[config.mk]
export PLATFORM = sky130hd
export DESIGN_NAME = line_kcpe_conv2d_ctrl
export DESIGN_NICKNAME = d
export VERILOG_FILES = /design/src/rtl/line_kcpe_conv2d_ctrl.sv
export SDC_FILE = /design/constraint.sdc
export NUM_CORES = 1
export LEC_CHECK = 0
export CAP_MARGIN = 0
export CORE_MARGIN = 10
export CORE_UTILIZATION = 35
export DETAILED_ROUTE_END_ITERATION = 10
export HOLD_SLACK_MARGIN = 0.03
export PLACE_DENSITY = 0.57
export SETUP_SLACK_MARGIN = 0.2
export SLEW_MARGIN = 20
export SYNTH_ARGS = -nofsm -noshare
export SYNTH_HDL_FRONTEND = slang
export SYNTH_SLANG_ARGS = --single-unit
export TNS_END_PERCENT = 20
[constraint.sdc]
create_clock -name clk -period 4.7 [get_ports clk]
set_input_delay 1.41 -clock clk [delete_from_list [all_inputs] [get_ports clk]]
set_output_delay 1.41 -clock clk [all_outputs]
set_load 0.005 [all_outputs]
[src/rtl/line_kcpe_conv2d_ctrl.sv]
// Pass sequencer for one line_kcpe_conv2d_engine: weight load, pixel stream with
// psum feedback, drain of outstanding engine results, and psum writeback addressing.
module line_kcpe_conv2d_ctrl #(
    parameter int NUM_KCPE   = 3,
    parameter int ADDR_WIDTH = 16,
    parameter int CNT_WIDTH  = 16,
    parameter int PASS_WIDTH = 8,
    parameter int REG_WIDTH  = 32
) (
    input  logic                  clk,
    input  logic                  rst,
    input  logic                  i_start,
    input  logic [CNT_WIDTH-1:0]  i_cfg_line_len,
    input  logic [PASS_WIDTH-1:0] i_cfg_num_pass,
    input  logic [ADDR_WIDTH-1:0] i_cfg_data_base,
    input  logic [ADDR_WIDTH-1:0] i_cfg_wght_base,
    input  logic                  i_stall,
    input  logic                  i_eng_psum_val,
    output logic [ADDR_WIDTH-1:0] o_weight_addr,
    output logic                  o_weight_val,
    output logic [ADDR_WIDTH-1:0] o_data_addr,
    output logic                  o_data_val,
    output logic [CNT_WIDTH-1:0]  o_psum_addr,
    output logic                  o_psum_val,
    output logic [CNT_WIDTH-1:0]  o_wb_addr,
    output logic                  o_wb_en,
    output logic                  o_wb_last,
    output logic                  o_busy,
    output logic                  o_done,
    output logic [REG_WIDTH-1:0]  err_start_busy,
    output logic [REG_WIDTH-1:0]  err_psum_val
);

    localparam logic [2:0] S_IDLE   = 3'd0;
    localparam logic [2:0] S_LOAD_W = 3'd1;
    localparam logic [2:0] S_STREAM = 3'd2;
    localparam logic [2:0] S_DRAIN  = 3'd3;
    localparam logic [2:0] S_DONE   = 3'd4;

    localparam int KW = $clog2(NUM_KCPE + 1);
    localparam logic [KW-1:0] KCNT_LAST = KW'(NUM_KCPE - 1);

    logic [2:0]            state_q, state_d;
    logic [CNT_WIDTH-1:0]  line_len_q, line_len_d;
    logic [PASS_WIDTH-1:0] num_pass_q, num_pass_d;
    logic [PASS_WIDTH-1:0] pass_q, pass_d;
    logic [ADDR_WIDTH-1:0] wptr_q, wptr_d;
    logic [ADDR_WIDTH-1:0] dptr_q, dptr_d;
    logic [KW-1:0]         kcnt_q, kcnt_d;
    logic [CNT_WIDTH-1:0]  x_q, x_d;
    logic [CNT_WIDTH-1:0]  outs_q, outs_d;
    logic [CNT_WIDTH-1:0]  wcnt_q, wcnt_d;
    logic [ADDR_WIDTH-1:0] weight_addr_q, weight_addr_d;
    logic                  weight_val_q, weight_val_d;
    logic [ADDR_WIDTH-1:0] data_addr_q, data_addr_d;
    logic                  data_val_q, data_val_d;
    logic [CNT_WIDTH-1:0]  psum_addr_q, psum_addr_d;
    logic                  psum_val_q, psum_val_d;
    logic [CNT_WIDTH-1:0]  wb_addr_q, wb_addr_d;
    logic                  wb_en_q, wb_en_d;
    logic                  wb_last_q, wb_last_d;
    logic                  busy_q, busy_d;
    logic                  done_q, done_d;
    logic [REG_WIDTH-1:0]  err_start_busy_q, err_start_busy_d;
    logic [REG_WIDTH-1:0]  err_psum_val_q, err_psum_val_d;
    logic                  psum_ok;

    // Every issue is decided one cycle ahead so that address and val leave a flop together;
    // IDLE therefore issues the first weight word itself on i_start.
    always_comb begin
        state_d          = state_q;
        line_len_d       = line_len_q;
        num_pass_d       = num_pass_q;
        pass_d           = pass_q;
        wptr_d           = wptr_q;
        dptr_d           = dptr_q;
        kcnt_d           = kcnt_q;
        x_d              = x_q;
        outs_d           = outs_q;
        wcnt_d           = wcnt_q;
        weight_addr_d    = weight_addr_q;
        weight_val_d     = 1'b0;
        data_addr_d      = data_addr_q;
        data_val_d       = 1'b0;
        psum_addr_d      = psum_addr_q;
        psum_val_d       = 1'b0;
        wb_addr_d        = wb_addr_q;
        wb_en_d          = 1'b0;
        wb_last_d        = 1'b0;
        done_d           = 1'b0;
        err_start_busy_d = err_start_busy_q;
        err_psum_val_d   = err_psum_val_q;

        case (state_q)
            S_IDLE: begin
                if (i_start) begin
                    line_len_d = i_cfg_line_len;
                    num_pass_d = i_cfg_num_pass;
                    pass_d     = '0;
                    wptr_d     = i_cfg_wght_base;
                    dptr_d     = i_cfg_data_base;
                    kcnt_d     = '0;
                    x_d        = '0;
                    wcnt_d     = '0;
                    if (i_cfg_line_len == '0 || i_cfg_num_pass == '0) begin
                        state_d = S_DONE;
                    end else begin
                        weight_val_d  = 1'b1;
                        weight_addr_d = i_cfg_wght_base;
                        wptr_d        = i_cfg_wght_base + 1'b1;
                        if (KCNT_LAST == '0) begin
                            state_d = S_STREAM;
                        end else begin
                            kcnt_d  = KW'(1);
                            state_d = S_LOAD_W;
                        end
                    end
                end
            end
            S_LOAD_W: begin
                if (!i_stall) begin
                    weight_val_d  = 1'b1;
                    weight_addr_d = wptr_q;
                    wptr_d        = wptr_q + 1'b1;
                    if (kcnt_q == KCNT_LAST) begin
                        kcnt_d  = '0;
                        state_d = S_STREAM;
                    end else begin
                        kcnt_d = kcnt_q + 1'b1;
                    end
                end
            end
            S_STREAM: begin
                if (!i_stall) begin
                    data_val_d  = 1'b1;
                    data_addr_d = dptr_q;
                    psum_addr_d = x_q;
                    psum_val_d  = (pass_q != '0);
                    dptr_d      = dptr_q + 1'b1;
                    if (x_q == line_len_q - 1'b1) begin
                        x_d     = '0;
                        state_d = S_DRAIN;
                    end else begin
                        x_d = x_q + 1'b1;
                    end
                end
            end
            S_DRAIN: begin
                if (outs_q == '0) begin
                    pass_d  = pass_q + 1'b1;
                    wcnt_d  = '0;
                    state_d = (pass_q + 1'b1 == num_pass_q) ? S_DONE : S_LOAD_W;
                end
            end
            S_DONE: begin
                done_d  = 1'b1;
                wcnt_d  = '0;
                pass_d  = '0;
                state_d = S_IDLE;
            end
            default: state_d = S_IDLE;
        endcase

        // Returns with nothing outstanding are treated as spurious and never written back.
        psum_ok = i_eng_psum_val && (outs_q != '0);
        if (psum_ok) begin
            wb_en_d   = 1'b1;
            wb_addr_d = wcnt_q;
            wcnt_d    = wcnt_q + 1'b1;
            wb_last_d = (pass_q == num_pass_q - 1'b1);
        end

        if (data_val_d && !psum_ok) begin
            outs_d = outs_q + 1'b1;
        end else if (!data_val_d && psum_ok) begin
            outs_d = outs_q - 1'b1;
        end

        if (i_eng_psum_val && outs_q == '0 && err_psum_val_q != '1) begin
            err_psum_val_d = err_psum_val_q + 1'b1;
        end
        if (i_start && busy_q && err_start_busy_q != '1) begin
            err_start_busy_d = err_start_busy_q + 1'b1;
        end

        busy_d = (state_d != S_IDLE);
    end

    always_ff @(posedge clk or negedge rst) begin
        if (!rst) begin
            state_q          <= S_IDLE;
            line_len_q       <= '0;
            num_pass_q       <= '0;
            pass_q           <= '0;
            wptr_q           <= '0;
            dptr_q           <= '0;
            kcnt_q           <= '0;
            x_q              <= '0;
            outs_q           <= '0;
            wcnt_q           <= '0;
            weight_addr_q    <= '0;
            weight_val_q     <= 1'b0;
            data_addr_q      <= '0;
            data_val_q       <= 1'b0;
            psum_addr_q      <= '0;
            psum_val_q       <= 1'b0;
            wb_addr_q        <= '0;
            wb_en_q          <= 1'b0;
            wb_last_q        <= 1'b0;
            busy_q           <= 1'b0;
            done_q           <= 1'b0;
            err_start_busy_q <= '0;
            err_psum_val_q   <= '0;
        end else begin
            state_q          <= state_d;
            line_len_q       <= line_len_d;
            num_pass_q       <= num_pass_d;
            pass_q           <= pass_d;
            wptr_q           <= wptr_d;
            dptr_q           <= dptr_d;
            kcnt_q           <= kcnt_d;
            x_q              <= x_d;
            outs_q           <= outs_d;
            wcnt_q           <= wcnt_d;
            weight_addr_q    <= weight_addr_d;
            weight_val_q     <= weight_val_d;
            data_addr_q      <= data_addr_d;
            data_val_q       <= data_val_d;
            psum_addr_q      <= psum_addr_d;
            psum_val_q       <= psum_val_d;
            wb_addr_q        <= wb_addr_d;
            wb_en_q          <= wb_en_d;
            wb_last_q        <= wb_last_d;
            busy_q           <= busy_d;
            done_q           <= done_d;
            err_start_busy_q <= err_start_busy_d;
            err_psum_val_q   <= err_psum_val_d;
        end
    end

    assign o_weight_addr  = weight_addr_q;
    assign o_weight_val   = weight_val_q;
    assign o_data_addr    = data_addr_q;
    assign o_data_val     = data_val_q;
    assign o_psum_addr    = psum_addr_q;
    assign o_psum_val     = psum_val_q;
    assign o_wb_addr      = wb_addr_q;
    assign o_wb_en        = wb_en_q;
    assign o_wb_last      = wb_last_q;
    assign o_busy         = busy_q;
    assign o_done         = done_q;
    assign err_start_busy = err_start_busy_q;
    assign err_psum_val   = err_psum_val_q;

endmodule

==> results of run 1 <==
flip-flops by register name (all words and copies together) (netlist names), 2 cells and up:
| name | cells |
|---|---|
| state_q | 3 |
| err_psum_val | 32 |
| pass_q | 8 |
| dptr_q | 16 |
| o_psum_addr | 16 |
| o_weight_addr | 16 |
| kcnt_q | 2 |
| err_start_busy | 32 |
| wcnt_q | 16 |
| outs_q | 16 |
| line_len_q | 16 |
| o_data_addr | 16 |
| num_pass_q | 8 |
| x_q | 16 |
| wptr_q | 16 |
| o_wb_addr | 16 |
final cells by class:
type / instances / area (sq um)
fill: 3581 / 20080
multi-input combinational: 1134 / 6477
sequential: 252 / 6306
timing repair buffer: 224 / 2200
clock buffer: 40 / 848.3
tap: 468 / 585.6
clock inverter: 16 / 175.2
inverter: 29 / 108.9
antenna: 1 / 2.502
power by group:
| group | switching [mW] | leakage, nW | internal, mW |
|---|---|---|---|
| sequential | 0.627 | 3.25 | 2.73 |
| clock | 0.963 | 0.507 | 1.43 |
| combinational | 1.71 | 3.50 | 1.50 |
placed cells by master, fill, tap and decap left out, types with 4 or more instances in the layout:
cell / count
xnor2_1: 89
inv_1: 27
a31oi_1: 36
o211ai_1: 5
clkbuf_16: 30
clkdlybuf4s50_1: 194
xor2_1: 54
nand2_1: 353
or3_1: 6
or2_2: 4
o311ai_0: 4
o22ai_1: 8
dfrtp_1: 252
nand3_1: 80
and4_1: 9
mux2i_1: 8
clkbuf_8: 6
a32oi_1: 4
nor4b_1: 4
clkinv_2: 9
ha_1: 26
buf_4: 27
clkbuf_1: 4
mux2_2: 4
o21ai_0: 74
nand4_1: 36
a21oi_1: 58
nor3_1: 32
nor2_1: 102
and2_1: 16
a22oi_1: 4
a211oi_1: 4
nor4_1: 22
nand2b_1: 4
nor3b_1: 6
and3_1: 29
worst max-delay path, delay by kind of cell:
| family | cells | cell delay [ns] |
|---|---|---|
| adders and majority gates | 2 | 0.50 |
| AOI/OAI and AO/OA | 7 | 1.59 |
| xor gates and xnor gates | 1 | 0.17 |
| buffers and inverters | 3 | 0.77 |
| and+or+nand+nor | 1 | 0.16 |
worst min-delay path by stage:
stage	to	slack, ns	cells past startpoint
3_3_place_gp	o_wb_addr[6]$_DFFE_PN0P_	0.46	2
3_5_place_dp	o_psum_addr[8]$_DFFE_PN0P_	0.46	2
5_1_grt	err_start_busy[19]$_DFFE_PN0P_	0.50	1
6_report	o_wb_addr[12]$_DFFE_PN0P_	0.47	2
4_1_cts	o_wb_addr[12]$_DFFE_PN0P_	0.48	2
2_1_floorplan	outs_q[15]$_DFFE_PN0P_	0.44	1
cells by family after synthesis:
kind of cell,Yosys count,synth area share
and+or+nand+nor,722,0.2546
xor gates and xnor gates,143,0.09532
AOI/OAI and AO/OA,230,0.1055
adders and majority gates,27,0.02628
muxes,12,0.009523
DFF,252,0.4800
buffers and inverters,96,0.02876
through the flow:
stage | area (sq um) | cells
2_1_floorplan | 13150 | 1482
3_3_place_gp | 15680 | 2107
3_5_place_dp | 15680 | 2107
4_1_cts | 16700 | 2163
5_1_grt | 16700 | 2163
6_report | 16700 | 2164
per-layer routing:
layer  vias up  global-route usage
met5         -                   0
met4         0             0.03080
met3        43             0.03168
met2       226              0.2712
met1      5379              0.2044
li1       5535                   -
==> reports/metrics.yaml, run 1 <==
outcome:
  status: "complete, no violations"
timing:
  setup_slack_ns: 0.5359
  worst_pin_slew_ns: 0.9427
  layout_min_cycle_time_ns: 4.164
  slew-limit-headroom: 0.3715
  whs_ns: 0.4707
  fin_worst_skew_ns: 0.02051
  final_hold_viol_count: 0
  final.period_utilization: 0.8860
  drv_slew: 0
  tns_ns: 0
  rsz0062_at_grt: "false"
  timing.fmax_mhz: 240.1
  setup_viol: 0
pwr:
  power.static_leakage_nw: 7.254
  ir_drop_mv: 0.3019
  power_density_nw_per_um2: 536.9
  finalPower_mw: 8.968
grt:
  antenna_found_initial: 1
  grt_pass1_wl_um: 59630
  grt_max_degree: 110
  grt_pass1_vias: 11214
  gr-usage-all-layers: 0.1587
  globalRouteOverflowTotal: 0
critical_path:
  crit_type: "primary input to flop"
  rr_endpoint: "outs_q[14]$_DFFE_PN0P_"
  endpoint: "outs_q[14]$_DFFE_PN0P_"
  reg2reg_depth: 14
  crit_fanout: 9
  r2r_setup_slack_ns: 0.56
  crit_path_end_kind: "flop"
  worstPathRequired_ns: 5.12
  cp-startpoint: "i_stall"
  timing.rr.start: "outs_q[0]$_DFFE_PN0P_"
  crit_path_max_incr_delay_ns: 0.53
  path_cells: "clkdlybuf4s50_1, nand2b_2, clkinv_1, ha_1, inv_2, ha_1, a21oi_1, o21ai_0, a2111oi_2, o311ai_0, a31o_2, a21oi_1, xor2_1, o21ai_0"
  critPathSlowestCell: "clkdlybuf4s50_1"
  cp_data_arrival_time_ns: 4.59
  start_kind: "primary input"
floorplanning:
  initial_core_util: 0.3572
  row_count: 70
  io_pins: 196
  die_h_um: 213.8
  design.core.area_sq_um: 36790
  die_x_um: 213.8
  die-area_sq_um: 45690
yosys:
  synth_area_sq_um: 13140
  synth_warnings: 0
  yosysMostFrequentCell: "nand2_1"
  synth_edf_count: 0
  ys_seq_elements: 252
  synth_ff_type: "dfrtp_1"
  synth_area_leader_cell: "dfrtp_1"
  synthesis.nets: 1570
  ys_top_cells_by_count: "nand2_1, dfrtp_1, nor2_1"
  yosysUniqueCellTypes: 65
  synth_cells: 1482
  synth_area_leaders: "dfrtp_1, nand2_1, xnor2_1"
  syn_avg_cell_area_sq_um: 8.866
  synthArstFlopShare: 1.000
  ys_seq_area_frac: 0.4800
  synthDominantCellAreaShare: 0.4800
clock_tree:
  cts_buffers: 30
  cts.path.max_buffers: 3
  clk_pin_slew_ns: 0.06
  cts_max_level: 1
  cts_tree: "done"
  post_cts_buffers: 0
  cts-resized-gates: 0
  insertion_delay_ns: 0.58
  root_buffer: "clkbuf_16"
  postCtsHoldBufs: 0
  cts.sinks: 252
drt:
  wl_per_cell_um: 17.07
  num_vias: 11183
  routed_wl_um: 36940
  initialDrtViolationCount: 712
  dr_wl_met3_um: 1767
  wl_met2_um: 17890
  top_layer: "met4"
  drtAntennaViolNets: 0
  first_pass_iters: 5
  detail_route.vias_per_cell: 5.168
  drc: 0
  wl_met1_um: 16620
placed_design:
  gp_congestion: 0.8297
  place_ws_ns: -0.05818
  hpwl_um: 26770
  portBuffers: 195
final_layout:
  drive_gt1_frac: 0.06372
  fin_nets: 1759
  final_util: 0.4541
  synthToLayoutAreaGrowth_pct: 27.13
run:
  drv_cap: 0
min_path:
  timing.hold.worst.start: "o_wb_addr[12]$_DFFE_PN0P_"
  worst_hold_path_type: "flop to flop"
No activity file was read; power rests on OpenSTA's default activity.
==> inputs of run 2 (changes only) <==
Settings changed: PLACE_DENSITY 0.57 to 0.62, SLEW_MARGIN 20 to not set.
==> run 2 against run 1 <==
Against the previous run:
- via count up 0.61%
- wire length up 0.15%
- sequential cell count unchanged
- die area unchanged
- clock power down 4%
- total power down 1.2%
- worst setup slack better by 0.038 ns
- count of clock-buffer cells in the layout up 5
- largest cell class unchanged
- highest routed layer is now met5
==> reports/metrics.yaml, run 2 (synthesis results as in run 1) <==
clock_tree:
  cts.sinks: 252  # unchanged
  postCtsHoldBufs: 0  # unchanged
  cts.path.max_buffers: 3  # unchanged
  post_cts_buffers: 0  # unchanged
  cts_max_level: 1  # unchanged
  cts_buffers: 30  # unchanged
  root_buffer: "clkbuf_16"
  cts_tree: "done"
  clk_pin_slew_ns: 0.06  # about the same
  cts-resized-gates: 0  # unchanged
  insertion_delay_ns: 0.56  # -0.02 ns
floorplanning:
  initial_core_util: 0.3572  # unchanged
  design.core.area_sq_um: 36790  # unchanged
  die-area_sq_um: 45690  # unchanged
  io_pins: 196  # unchanged
  die_h_um: 213.8  # unchanged
  row_count: 70  # unchanged
  die_x_um: 213.8  # unchanged
pwr:
  pwr-share-comb: 0.362  # +0.004
  power.static_leakage_nw: 7.230  # -0.33%
  p_clk_frac: 0.260  # -0.007
  internal_power_mw: 5.573  # -1.7%
  p_sw_frac: 0.3712  # +0.003127
  power_density_nw_per_um2: 532.9  # -0.75%
  power_frac_seq: 0.378  # +0.003
  ir_drop_mv: 0.2936  # -2.7%
  p_switching_mw: 3.290  # -0.34%
drt:
  initialDrtViolationCount: 728  # +2.2%
  dr_wl_met3_um: 1930  # +9.2%
  num_vias: 11251  # +0.61%
  first_pass_iters: 5  # unchanged
  top_layer: "met5"
  routed_wl_um: 37000  # +0.15%
  wl_met2_um: 17310  # -3.2%
  detail_route.vias_per_cell: 5.214  # +0.89%
  wl_per_cell_um: 17.15  # +0.43%
  drtAntennaViolNets: 0  # unchanged
  wl_met1_um: 16880  # +1.6%
  drc: 0  # unchanged
grt:
  grt_max_degree: 93  # -15%
  gr-usage-all-layers: 0.1604  # +0.001686
  grt_pass1_vias: 11327  # +1.0%
  grt_pass1_wl_um: 60480  # +1.4%
  globalRouteOverflowTotal: 0  # unchanged
  antenna_found_initial: 2  # +1
final_layout:
  fillers: 3548  # -0.92%
  synthToLayoutAreaGrowth_pct: 26.59
  final_common_cell: "nand2_1"
  layout_common_cells: "nand2_1, dfrtp_1, clkdlybuf4s50_1"
  antenna_cells: 0  # -1
  drive_gt1_frac: 0.06095  # -0.002770
  fin_nets: 1755  # -0.23%
placed_design:
  portBuffers: 195  # unchanged
  hpwl_um: 26660  # -0.44%
  gp_congestion: 0.8740  # +5.3%
timing:
  timing.fmax_mhz: 242.4  # +0.92%
  rsz0062_at_grt: "false"
  slew-limit-headroom: 0.2424  # -0.1291
  setup_viol: 0  # unchanged
  tns_ns: 0  # unchanged
  final.period_utilization: 0.8779  # -0.008056
  whs_ns: 0.4681  # -0.002553 ns
  drv_slew: 0  # unchanged
  fin_worst_skew_ns: 0.009372  # -0.01114 ns
  layout_min_cycle_time_ns: 4.126  # -0.03786 ns
  final_hold_viol_count: 0  # unchanged
  worst_pin_slew_ns: 1.135  # +0.1924 ns
outcome:
  status: "complete, no violations"
critical_path:
  start_kind: "primary input"
  cp_data_arrival_time_ns: 4.53  # -0.06 ns
  crit_type: "primary input to flop"
  crit_fanout: 8  # -1
  worstPathRequired_ns: 5.10  # -0.02 ns
  crit_path_end_kind: "flop"
run:
  drv_cap: 0  # unchanged
min_path:
  worst_hold_path_type: "flop to flop"
==> run 2: final timing paths <==
path,startpoint,endpoint,slack (ns),cells past startpoint
worst max register to register,outs_q[0]$_DFFE_PN0P_,outs_q[14]$_DFFE_PN0P_,0.68,15
min in group asynchronous,rst,o_weight_val$_DFF_PN0_,0.87,1
worst max-delay path,i_stall,outs_q[14]$_DFFE_PN0P_,0.57,14
worst min register to register,o_wb_addr[9]$_DFFE_PN0P_,o_wb_addr[9]$_DFFE_PN0P_,0.47,2
worst min-delay path,o_wb_addr[9]$_DFFE_PN0P_,o_wb_addr[9]$_DFFE_PN0P_,0.47,2
max in group asynchronous,rst,o_wb_addr[6]$_DFFE_PN0P_,2.93,2
==> run 2: critical path, cell delays in order <==
cell and delay [ns]:
clkdlybuf4s50_1 0.43, nand2b_2 0.20, inv_1 0.09, ha_1 0.20
inv_2 0.11, fa_1 0.41, a21oi_1 0.18, o21ai_0 0.17
a2111oi_2 0.37, o311ai_0 0.25, a31o_2 0.28, a21oi_1 0.18
xor2_1 0.15, o21ai_0 0.09
==> run 2: area by class of cell <==
cell class,instances,area [sq um],area share
clock buffers,45,928.4,0.05582
clock inverters,10,56.30,0.003385
repair buffers,220,2170,0.1304
well taps,468,585.6,0.03521
flip-flops and latches,252,6306,0.3791
multi-input cells,1134,6477,0.3895
inverters,29,108.9,0.006545
==> run 2: per-layer routing <==
layer / track usage / vias to the layer above
met2: 0.2651 / 230
li1: - / 5522
met4: 0.04229 / 4
met1: 0.2072 / 5431
met5: 0 / -
met3: 0.03636 / 64
==> run 2: power by group through the flow <==
stage / clock network [mW] / registers, mW / logic (mW)
detailed placement: 0 / 3.38 / 3.23
finish: 2.30 / 3.35 / 3.21
global placement: 0 / 3.36 / 3.14
global route: 2.46 / 3.44 / 3.64
floorplan: 0 / 3.19 / 2.16
CTS: 2.37 / 3.35 / 3.24
==> run 2: through the flow <==
stage	util	instances	cell area, sq um	power (mW)	setup WS [ns]
floorplan	-	1482	13150	5.354	0.2395
global placement	0.4254	2103	15650	6.503	0.04822
detailed placement	0.4254	2103	15650	6.609	-0.02279
CTS	0.4521	2158	16630	8.957	0.5630
global route	0.4521	2158	16630	9.543	0.2882
finish	0.4521	2158	16630	8.863	0.5737
